[src/rtl/col_sched_pkg.sv]
// Shared types and defaults for the column bank scheduler.
package col_sched_pkg;

  typedef enum logic [1:0] {S_IDLE, S_FILL, S_DRAIN, S_DONE} col_sched_state_t;

  localparam int RD_LAT_DEF = 2;

endpackage

[src/rtl/col_sched_vld_pipe.sv]
// RD_LAT-deep read-valid shift register; flags when no younger beat is in flight.
module col_sched_vld_pipe #(
  parameter int RD_LAT = 2
) (
  input  logic clk,
  input  logic reset,
  input  logic flag,
  output logic out_valid,
  output logic empty
);

  logic [RD_LAT-1:0] vld_pipe;
  logic [RD_LAT-1:0] younger;

  always_ff @(posedge clk or negedge reset) begin
    if (!reset) vld_pipe <= '0;
    else        vld_pipe <= (vld_pipe << 1) | RD_LAT'(flag);
  end

  assign out_valid = vld_pipe[RD_LAT-1];
  // Everything except the beat presented this cycle; zero means this is the last one.
  assign younger   = vld_pipe & ~(RD_LAT'(1) << (RD_LAT-1));
  assign empty     = ~flag & ~|younger;

endmodule

[src/rtl/column_bank_scheduler.sv]
// Fills NUM_COL banks column by column, then drains them in lockstep as rows.
// Optional sticky err output for protocol misuse when COL_SCHED_ERR_EN is defined.
module column_bank_scheduler
  import col_sched_pkg::*;
#(
  parameter int NUM_COL    = 4,
  parameter int DATA_WIDTH = 8,
  parameter int ADDR_WIDTH = 6,
  parameter int RD_LAT     = RD_LAT_DEF
) (
  input  logic                          clk,
  input  logic                          reset,
  input  logic                          start,
  input  logic [ADDR_WIDTH:0]           cfg_len,
  input  logic                          in_valid,
  output logic                          in_ready,
  input  logic [DATA_WIDTH-1:0]         in_data,
  output logic [NUM_COL-1:0]            bank_wr_req,
  output logic [DATA_WIDTH-1:0]         bank_wr_data,
  output logic [NUM_COL-1:0]            bank_rd_req,
  output logic [NUM_COL-1:0]            bank_rd_flag,
  input  logic [NUM_COL*DATA_WIDTH-1:0] bank_rd_data,
  output logic                          out_valid,
  output logic [NUM_COL*DATA_WIDTH-1:0] out_data,
  output logic                          busy,
  output logic                          done
`ifdef COL_SCHED_ERR_EN
  ,output logic                         err
`endif
);

  localparam int CW = (NUM_COL > 1) ? $clog2(NUM_COL) : 1;
  localparam logic [ADDR_WIDTH:0] LEN_MAX = (ADDR_WIDTH+1)'(1) << ADDR_WIDTH;

  col_sched_state_t    state;
  logic [ADDR_WIDTH:0] len_q;
  logic [ADDR_WIDTH:0] word_cnt;
  logic [ADDR_WIDTH:0] rd_cnt;
  logic [CW-1:0]       col;
  logic                len_ok;
  logic                accept;
  logic                rd_on;
  logic                pipe_empty;

  assign len_ok   = (cfg_len != '0) && (cfg_len <= LEN_MAX);
  assign in_ready = (state == S_FILL);
  assign accept   = in_ready & in_valid;
  assign rd_on    = (state == S_DRAIN) && (rd_cnt != len_q);
  assign busy     = (state == S_FILL) || (state == S_DRAIN);
  assign done     = (state == S_DONE);

  assign bank_wr_req  = accept ? (NUM_COL'(1) << col) : '0;
  assign bank_wr_data = in_ready ? in_data : '0;
  assign bank_rd_req  = {NUM_COL{rd_on}};
  assign bank_rd_flag = {NUM_COL{rd_on}};
  assign out_data     = out_valid ? bank_rd_data : '0;

  always_ff @(posedge clk or negedge reset) begin
    if (!reset) begin
      state    <= S_IDLE;
      len_q    <= '0;
      word_cnt <= '0;
      rd_cnt   <= '0;
      col      <= '0;
    end else begin
      case (state)
        S_IDLE: if (start && len_ok) begin
          len_q    <= cfg_len;
          word_cnt <= '0;
          rd_cnt   <= '0;
          col      <= '0;
          state    <= S_FILL;
        end
        S_FILL: if (accept) begin
          if (word_cnt == len_q - 1'b1) begin
            word_cnt <= '0;
            if (col == CW'(NUM_COL-1)) begin
              col   <= '0;
              state <= S_DRAIN;
            end else begin
              col <= col + 1'b1;
            end
          end else begin
            word_cnt <= word_cnt + 1'b1;
          end
        end
        // Flags run len_q cycles; then hold until the last row leaves the pipe.
        S_DRAIN: begin
          if (rd_cnt != len_q)  rd_cnt <= rd_cnt + 1'b1;
          else if (pipe_empty)  state  <= S_DONE;
        end
        S_DONE:  state <= S_IDLE;
        default: state <= S_IDLE;
      endcase
    end
  end

  col_sched_vld_pipe #(.RD_LAT(RD_LAT)) u_vld_pipe (
    .clk       (clk),
    .reset     (reset),
    .flag      (rd_on),
    .out_valid (out_valid),
    .empty     (pipe_empty)
  );

`ifdef COL_SCHED_ERR_EN
  always_ff @(posedge clk or negedge reset) begin
    if (!reset) err <= 1'b0;
    else if ((start && busy) ||
             (start && (state == S_IDLE) && !len_ok) ||
             (in_valid && ((state == S_IDLE) || (state == S_DRAIN))))
      err <= 1'b1;
  end
`endif

endmodule
[config.mk]
export PLATFORM = sky130hd
export DESIGN_NAME = column_bank_scheduler
export DESIGN_NICKNAME = d
export VERILOG_FILES = /design/src/rtl/col_sched_pkg.sv /design/src/rtl/col_sched_vld_pipe.sv /design/src/rtl/column_bank_scheduler.sv
export SDC_FILE = /design/constraint.sdc
export NUM_CORES = 1
export LEC_CHECK = 0
export ABC_CLOCK_PERIOD_IN_PS = 3400
export BUFFER_PORTS_ARGS = -buffer_cell sky130_fd_sc_hd__buf_2
export CAP_MARGIN = 20
export CORE_MARGIN = 5
export CORE_UTILIZATION = 45
export CTS_CLUSTER_SIZE = 24
export DETAILED_ROUTE_END_ITERATION = 8
export GPL_TIMING_DRIVEN = 0
export PLACE_DENSITY = 0.88
export SYNTH_ARGS = -nofsm -noshare
export SYNTH_HDL_FRONTEND = slang
export SYNTH_HIERARCHICAL = 1
export SYNTH_SLANG_ARGS = --single-unit
[constraint.sdc]
create_clock -name clk -period 3.4 [get_ports clk]
set_clock_uncertainty 0.1 [all_clocks]
set_input_delay 0.85 -clock clk [delete_from_list [all_inputs] [get_ports clk]]
set_output_delay 0.85 -clock clk [all_outputs]
set_load 0.03 [all_outputs]
Yosys cells after proc, flatten, opt, wreduce, memory -nomap -nowiden
Cells that the tools add are included.
{"block": "op_classes", "n_addsub": 4, "n_lt_le_gt_ge": 1, "n_eq_ne": 13, "n_shift": 1, "muxes": 21, "bitwise": 4, "reduce_logical": 14}
{"operator": "32-bit 2-to-1 mux", "n": 1}
{"operator": "7-bit 2-to-1 mux", "n": 4}
{"operator": "7-bit case mux with 2 select lines", "n": 2}
{"operator": "2-bit 2-to-1 mux", "n": 10}
{"operator": "7-bit by 1-bit adder with 7-bit output, second input constant", "n": 2}
{"operator": "8-bit 2-to-1 mux", "n": 1}
{"operator": "2-bit by 1-bit inequality test with 1-bit output, second input constant", "n": 4}
{"operator": "2-bit case mux with 4 select lines", "n": 1}
{"operator": "7-bit == test", "n": 1}
{"operator": "7-bit less-or-equal comparator, second input constant", "n": 1}
{"operator": "7-bit inequality test", "n": 1}
{"operator": "7-bit nonzero test", "n": 1}
{"operator": "7-bit by 1-bit subtractor with 7-bit output, second input constant", "n": 1}
{"operator": "2-bit == test, second input constant", "n": 3}
{"operator": "2-bit inequality test, second input constant", "n": 3}
{"operator": "3-bit AND reduction", "n": 2}
{"operator": "6-bit AND reduction", "n": 1}
{"operator": "4-bit 2-to-1 mux", "n": 1}
{"operator": "2-bit case mux with 2 select lines", "n": 1}
{"operator": "4-bit AND reduction", "n": 1}
{"operator": "2-bit nonzero test", "n": 2}
{"operator": "1-bit by 2-bit left shift with 4-bit output, first input constant", "n": 1}
{"operator": "1-bit logical AND", "n": 3}
{"operator": "2-bit by 1-bit adder with 2-bit output, second input constant", "n": 1}
{"operator": "other kinds (8)", "n": 9}
{"block": "word_totals", "ff_bits": 27, "inputBits": 51, "output_inout_bits": 56}

Depth between registers and ports, before layout
Gate-level depths: netlist of the first run.
{"block": "logic_depth", "ltp_word": 7, "depth_mapped": 10, "mapped_depth_nobuf": 9}

Hierarchy
Netlist of the first run, hierarchy kept.
{"module": "column_bank_scheduler", "n_inst": 1, "cells_per_inst": 236, "area_per_inst_um2": 2122.0, "seq_area_each_um2": 625.6}
{"module": "col_sched_vld_pipe", "n_inst": 1, "cells_per_inst": 3, "area_per_inst_um2": 53.8, "seq_area_each_um2": 50.0}

Least setup slack after synthesis of the first run
Ideal clock, no wire load.
{"block": "synth_timing", "path_kind": "reg-to-reg", "startpoint": "register len_q[3]", "endpoint": "register state[1]", "setup_time_ns": 0.125, "arrival_ns": 2.662, "slack_ns": 0.513, "stages_incl_launch_ff": 10, "synth_period_minus_slack_ns": 2.887, "cell_sequence": "dfrtp_1 -> buf_4 -> xor2_1 -> o41ai_2 -> inv_1 -> nor2_1 -> inv_1 -> a221oi_1 -> nand3_4 -> mux2_4"}
{"block": "synth_via", "elab_chain_len": 6, "word_cells_on_any_way": 10, "cone_classes": "add/sub: 1; eq/ne: 5; bitwise: 2; reduce/logical: 2"}
{"element": "start: declaration", "line_no": "column_bank_scheduler.sv:36", "source": "logic [ADDR_WIDTH:0] len_q;"}
{"element": "start signal: assignment", "line_no": "column_bank_scheduler.sv:68", "source": "len_q <= cfg_len;"}
{"element": "7-bit inequality test", "line_no": "column_bank_scheduler.sv:48", "source": "assign rd_on = (state == S_DRAIN) && (rd_cnt != len_q);"}
{"element": "1-bit logical AND", "line_no": "column_bank_scheduler.sv:48"}
{"element": "named net rd_on", "line_no": "column_bank_scheduler.sv:42", "source": "logic rd_on;"}
{"element": "1-bit inverter", "line_no": "col_sched_vld_pipe.sv:23", "source": "assign empty = ~flag & ~|younger;"}
{"element": "1-bit AND", "line_no": "col_sched_vld_pipe.sv:23"}
{"element": "named net pipe_empty", "line_no": "column_bank_scheduler.sv:43", "source": "logic pipe_empty;"}
{"element": "2-bit inequality test (no line)"}
{"element": "6-bit AND reduction (no line)"}
{"element": "end signal: assignment", "line_no": "column_bank_scheduler.sv:60", "source": "state <= S_IDLE;"}
{"element": "end signal: assignment", "line_no": "column_bank_scheduler.sv:72", "source": "state <= S_FILL;"}
{"element": "end signal: assignment", "line_no": "column_bank_scheduler.sv:79", "source": "state <= S_DRAIN;"}
{"element": "end: declaration", "line_no": "column_bank_scheduler.sv:35", "source": "col_sched_state_t state;"}
The timed path passes the listed nets, and every way through them passes these cells.
A chain may end at the register's enable or synchronous reset.

Final worst setup path of the first run
{"block": "layout_timing", "startpoint": "register len_q[4]", "endpoint": "output bank_rd_req[3]"}
{"block": "layout_via", "elab_chain_len": 2}
{"element": "7-bit inequality test", "line_no": "column_bank_scheduler.sv:48"}
{"element": "1-bit logical AND", "line_no": "column_bank_scheduler.sv:48"}
{"element": "end: declaration", "line_no": "column_bank_scheduler.sv:20", "source": "output logic [NUM_COL-1:0] bank_rd_req,"}
Every way passes these cells.

==> results_dict.tcl, run 1 <==
set metrics [dict create \
    core_area_um2 4720 \
    stdcell_count 418 \
    root_buffer "clkbuf_8" \
    whs_path_depth 0 \
    antenna_found_initial 0 \
    synth_area_um2 2180 \
    crit_family "buffers and inverters" \
    ios 107 \
    nNetsFinal 415 \
    post-route-drc-count 0 \
    postSynthCellCount 239 \
    cp_cell_sequence "buf_4 -> xnor2_1 -> nand4_1 -> o41ai_4 -> inv_1 -> buf_4 -> buf_2" \
    final.fill_count 394 \
    crit_top_cell "buf_4" \
    hold_viol_final 0 \
    grt_pass1_vias 1957 \
    routedWlPerCell_um 13.3 \
    fin_ws_ns 0.209 \
    final_max_slew_viol_count 0 \
    drive_gt1_share_pct 39.9 \
    ys_ff_latch 27 \
    crit_required_ns 2.45 \
    whs_endpoint "u_vld_pipe/vld_pipe[1]" \
    p_per_area_nw_per_um2 907 \
    cts_buffers 3 \
    synth-edff-count 0 \
    final.setup.tns_ns 0 \
    setup_viol 0 \
    worstRegToRegCells 10 \
    min_from "u_vld_pipe/vld_pipe[0]" \
    endpoint_kind "primary output" \
    synth-async-reset-ratio_pct 100 \
    crit_start "len_q[4]" \
    p_switching_mw 1.32 \
    worstSkewPairLatency_ns 0.27 \
    dp.cells 412 \
    initialDrtViolationCount 90 \
    regArea_um2 676 \
    viasPerCell 4.86 \
    worst_hold_path_type "reg2reg" \
    hold_slack_ns 0.287 \
    n_antenna_cell 0 \
    yosysWarnings 6 \
    pre_cts_ws_ns 0.196 \
    postCtsHoldBufs 0 \
    seqPwrFrac_pct 22.1 \
    crit_fanout 10 \
    run_status "finished, final reports clean" \
    num_rows 25 \
    p_int_mw 1.27 \
    cts.sinks 27 \
    track_usage_pct 16.8 \
    ant_nets 0 \
    cap_violations 0 \
    combinationalPowerShare_pct 70.8 \
    grt-ovfl-total 0 \
    wirelength_mm 5.54 \
    ir_worst_vdd_uv 437 \
    synth_cell_types 40 \
    grt_first_pass_wirelength_mm 8.74 \
    tightest_slew_ns 0.649 \
    dp_hpwl_mm 4.50 \
    switching_share_pct 51.0 \
    syn_avg_cell_area_um2 9.10 \
    synth_flop_cell "dfrtp_1" \
    yosysSeqAreaShare_pct 31.1 \
    area_growth_pct 31.5 \
    die_area_um2 6330 \
    syn-num-nets 302 \
    portBuffers 106 \
    dr_total_vias 2033 \
    max_stage_delay_ns 0.47 \
    clk_pin_slew_ns 0.09 \
    rsz0062_at_grt "false" \
    grt_max_degree 28 \
    crit_type "reg2out" \
    relSlewSlack_pct 56.5 \
    drt_first_pass_iters 4 \
    multi_input_area_um2 1340 \
    critPathBufInv 4 \
    period_minus_slack_ns 3.19 \
    r2r_start "len_q[4]" \
    cp.arrival_ns 2.24 \
    worstSetupStartpointType "register" \
    clockPowerShare_pct 7.1 \
    reg2reg_to "state[1]" \
    die_h_um 79.5 \
    leakage_nw 1.55 \
    slowest_stage "o41ai_4" \
    fmax_ghz 0.313 \
    htreeDepth 1 \
    clockBufferDepth 2 \
    gp_congestion 0.849 \
    start_util_pct 46.1 \
    die_width_um 79.5 \
    cts_tree "done" \
    ff2ff_setup_slack_ns 0.52 \
    post-route-period-util_pct 93.9 \
]
-- cell type report --
class / count / area share [%]
multi-input combinational: 184 / 46.9
inverter: 9 / 1.18
buffer: 19 / 4.72
timing repair buffer: 108 / 19.1
tap: 67 / 2.93
sequential: 27 / 23.6
clock buffer: 4 / 1.57
-- how the worst max path moves through the flow --
stage | end | slack (ns) | depth (start not counted)
after floorplan | state[1] | 0.51 | 9
after global placement | bank_rd_flag[3] | 0.17 | 7
after detailed placement | state[1] | 0.20 | 10
after CTS | bank_rd_req[3] | 0.13 | 7
after global routing | bank_rd_req[3] | 0.05 | 7
final | bank_rd_req[3] | 0.21 | 7
-- cells in the final DEF (no fill, tap or decap), drive strengths merged, types with 3 or more instances in the layout --
cell	n
a21o	3
a21oi	5
nand4	3
nor2b	3
inv	9
ha	12
and2	40
a211oi	3
nor3	4
and3	10
o21ai	13
nand3	5
xnor2	14
buf	122
dfrtp	27
mux2	9
nand2b	3
clkbuf	9
xor2	9
nor2	15
mux2i	3
nand2	11
-- worst register-to-register path: cells and delay by family, from the launching register on --
family | cells | cell delay, ns
and+or+nand+nor | 3 | 0.45
buffers and inverters | 3 | 0.47
xor gates and xnor gates | 1 | 0.19
AOI/OAI and AO/OA | 2 | 0.89
DFF | 1 | 0.37
muxes | 1 | 0.31
-- registers in the layout, indices dropped and copies added (netlist names) --
register and count:
len_q 7, rd_cnt 7, word_cnt 7, col 2, state 2, u_vld_pipe/vld_pipe 2
-- power by group through the flow --
stage / Clock (mW) / Combinational [mW] / Sequential (mW)
after floorplan: 0 / 1.41 / 0.556
after global placement: 0 / 1.75 / 0.573
after detailed placement: 0 / 1.80 / 0.578
after CTS: 0.186 / 1.83 / 0.572
after global routing: 0.201 / 2.00 / 0.593
final: 0.184 / 1.84 / 0.572
-- metrics by stage --
step | power, mW | util, % | cell area, um^2
3_3_place_gp | 2.32 | 59.1 | 2790
6_report | 2.59 | 60.6 | 2860
2_1_floorplan | 1.96 | - | 2180
5_1_grt | 2.79 | 60.6 | 2860
3_5_place_dp | 2.37 | 59.1 | 2790
4_1_cts | 2.58 | 60.3 | 2850
-- synthesized netlist by cell type, types with 3 or more instances --
| cell type | instances | share of area (%) |
|---|---|---|
| a211oi_1 | 3 | 1.0 |
| a21o_1 | 3 | 1.0 |
| a21oi_1 | 5 | 1.1 |
| and2_1 | 40 | 12 |
| and3_1 | 10 | 2.9 |
| buf_4 | 11 | 3.8 |
| buf_6 | 3 | 1.6 |
| clkbuf_1 | 5 | 0.86 |
| dfrtp_1 | 27 | 31 |
| ha_1 | 12 | 6.9 |
| inv_1 | 9 | 1.6 |
| mux2_2 | 8 | 4.1 |
| mux2i_1 | 3 | 1.4 |
| nand2_1 | 11 | 1.9 |
| nand2b_1 | 3 | 0.86 |
| nand3_1 | 4 | 0.92 |
| nand4_1 | 3 | 0.86 |
| nor2_1 | 15 | 2.6 |
| nor2b_1 | 3 | 0.86 |
| nor3_1 | 4 | 0.92 |
| o21ai_0 | 12 | 2.8 |
| xnor2_1 | 14 | 5.6 |
| xor2_1 | 9 | 3.6 |
-- repair_timing --
| item | in CTS | in global routing |
|---|---|---|
| endpoints found under the hold margin | 0 | 0 |
| resized for setup | 1 | 0 |
| gates cloned | 0 | 0 |
| pin swaps | 0 | 1 |
| endpoints found under the setup margin | 8 | 8 |
| setup buffers | 0 | 2 |
-- cells by family after synthesis --
| kind of cell | synth area share, % |
|---|---|
| AND/OR/NAND/NOR | 28.3 |
| AO/OA/AOI/OAI | 10.5 |
| buffers and inverters | 7.76 |
| flip-flops | 31.1 |
| XOR/XNOR | 9.26 |
| multiplexers | 6.21 |
| adder cells (fa/ha/maj) | 6.90 |
-- layer usage --
metal	track usage (%)	wire, um	vias to the layer above
li1	-	-	1027
met1	19.5	2220	922
met2	31.4	2780	75
met3	2.82	461	9
met4	4.30	74	0
met5	0	0	-
Note: power is estimated with default switching activity, not from simulation.
==> run 2: changes to the inputs <==
Settings changed: ABC_AREA set to 1, BUFFER_PORTS_ARGS -buffer_cell sky130_fd_sc_hd__buf_2 to not set, CORE_UTILIZATION 45 to 64, DONT_BUFFER_PORTS set to 1, PLACE_DENSITY 0.88 to 0.89.
==> run 2 against run 1 <==
  * Critical endpoint is now bank_wr_data[3]
  * Utilization up 7.8 points
  * Largest power group unchanged
  * Register-to-register slack better by 0.58 ns
  * Synthesized cell count grew 56%
==> results_dict.tcl, run 2 <==
set metrics [dict create \
    track_usage_pct 21.6 \
    period_minus_slack_ns 3.12 \
    seqPwrFrac_pct 23.8 \
    met3_length_um 278 \
    synth_flop_cell "dfrtp_1" \
    dp.cells 422 \
    switching_share_pct 60.1 \
    synth_area_um2 2360 \
    cts_buffers 3 \
    worstSetupStartpointType "register" \
    die_area_um2 5000 \
    antenna_found_initial 0 \
    p_switching_mw 1.36 \
    wirelength_mm 5.50 \
    rsz0062_at_grt "false" \
    postCtsHoldBufs 0 \
    ir_worst_vdd_uv 628 \
    drt_first_pass_iters 4 \
    cts_tree "done" \
    final_max_slew_viol_count 0 \
    grt_pass1_vias 2016 \
    combinationalPowerShare_pct 67.9 \
    syn-num-nets 437 \
    run_status "finished, final reports clean" \
    core_area_um2 3610 \
    cts_setup_buffers 0 \
    post-route-period-util_pct 91.8 \
    multi_input_area_um2 1300 \
    leakage_nw 1.56 \
    syn_avg_cell_area_um2 6.31 \
    portBuffers 0 \
    synthTopCellsByArea "dfrtp_1, nand2_1, inv_1" \
    die_width_um 70.7 \
    dp_hpwl_mm 4.44 \
    gp_congestion 0.872 \
    crit_fanout 10 \
    yosysTopAreaCell "dfrtp_1" \
    num_rows 22 \
    initialDrtViolationCount 108 \
    worst_hold_path_type "in2async" \
    grt_max_degree 28 \
    p_per_area_nw_per_um2 917 \
    hold_viol_final 0 \
    yosysSeqAreaShare_pct 28.6 \
    die_h_um 70.7 \
    endpoint_kind "primary output" \
    ios 107 \
    synth-async-reset-ratio_pct 100 \
    final.fill_count 298 \
    synth_commonest_cells "nand2_1, inv_1, dfrtp_1" \
    tightest_slew_ns 0.560 \
    final_cell_mix "nand2_1, inv_1, dfrtp_1" \
    cts.repair.resized 0 \
    n_antenna_cell 0 \
    cp.arrival_ns 2.17 \
    synth_cell_types 27 \
    fmax_ghz 0.320 \
    crit_type "reg2out" \
    cts.sinks 27 \
    postSynthCellCount 374 \
    grt_first_pass_wirelength_mm 9.08 \
    routedWlPerCell_um 12.9 \
    top_regs "len_q: 7 flops, rd_cnt: 7 flops, word_cnt: 7 flops" \
    synth.most_common_cell "nand2_1" \
    worstSkewPairLatency_ns 0.27 \
    ys_ff_latch 27 \
    p_int_uw 902 \
    topRoutingLayerUsed "met4" \
    relSlewSlack_pct 62.5 \
    clockBufferDepth 2 \
    synth-edff-count 0 \
    viasPerCell 4.97 \
    layout_commonest_cell "nand2_1" \
    cap_violations 0 \
    root_buffer "clkbuf_8" \
    grt-ovfl-total 0 \
    yosysWarnings 6 \
    start_util_pct 65.4 \
    stdcell_count 426 \
    setup_viol 0 \
    wl_met2_mm 2.89 \
    ant_nets 0 \
    clk_pin_slew_ns 0.10 \
    synth_top_cell_area_share_pct 28.6 \
    crit_required_ns 2.45 \
    area_growth_pct 4.51 \
    regArea_um2 676 \
    drive_gt1_share_pct 10.1 \
    htreeDepth 1 \
    clockPowerShare_pct 8.3 \
    nNetsFinal 442 \
    final.setup.tns_ns 0 \
    met1_length_mm 2.23 \
    post-route-drc-count 0 \
    dr_total_vias 2117 \
]
## run 2: cell count changes after synthesis, sizes merged, moves of 11 or more
cell / delta
nor2: +17
nand2: +139
inv: +69
and2: -40
nand3: +11
## run 2: critical path, stage by stage (launching register included)
cell      delay, ns
dfrtp_1        0.42
inv_1          0.11
ha_1           0.37
buf_2          0.34
clkbuf_1       0.34
nand2_1        0.09
inv_1          0.22
## run 2: cell type report
type                            instances  share of cell area [%]
Tap cell                               48                    2.44
Clock inverter                          1                   0.203
Buffer                                 15                    3.65
Clock buffer                            3                    1.67
Multi-Input combinational cell        254                    52.8
Sequential cell                        27                    27.4
Inverter                               78                    11.9
## run 2: cell families (layout without fill, tap and decap cells)
kind of cell    count (synthesis)  after routing  synth area share, %
compound gates                 19             19                 4.67
xor+xnor                       14             14                 5.20
flops                          27             27                 28.6
buf+inv                        93             97                 16.2
simple gates                  209            209                 38.9
fa+ha+maj                      12             12                 6.36
## run 2: worst paths after layout
check / cells after the start / from / to / slack [ns]
max: 6 / state[1] / bank_wr_data[3] / 0.28
min: 0 / reset / state[0] / 0.16
max reg2reg: 10 / state[1] / col[1] / 1.10
min reg2reg: 0 / u_vld_pipe/vld_pipe[0] / u_vld_pipe/vld_pipe[1] / 0.30
max in group asynchronous: 0 / reset / len_q[3] / 2.97
min in group clk: 0 / u_vld_pipe/vld_pipe[0] / u_vld_pipe/vld_pipe[1] / 0.30
## run 2: through the flow
stage	worst slack (ns)	utilization, %	area (um^2)	power, mW	hold slack, ns
4_1_cts	0.247	68.4	2470	2.27	0.151
5_1_grt	0.0715	68.4	2470	2.46	0.140
6_report	0.280	68.4	2470	2.26	0.156
3_3_place_gp	0.618	67.1	2420	2.03	0.256
2_1_floorplan	0.777	-	2360	1.86	0.254
3_5_place_dp	0.563	67.1	2420	2.08	0.282
## run 2: power groups by stage
| stage | combinational, mW | clock, mW | sequential, mW |
|---|---|---|---|
| 3_5_place_dp | 1.53 | 0 | 0.545 |
| 3_3_place_gp | 1.49 | 0 | 0.538 |
| 2_1_floorplan | 1.35 | 0 | 0.511 |
| 5_1_grt | 1.70 | 0.201 | 0.557 |
| 6_report | 1.53 | 0.188 | 0.538 |
| 4_1_cts | 1.54 | 0.190 | 0.537 |
## run 2: routing by layer
layer,vias to the layer above,track usage (%)
met5,-,0
met3,13,4.97
met4,0,5.85
met1,944,25.9
li1,1103,-
met2,57,38.5
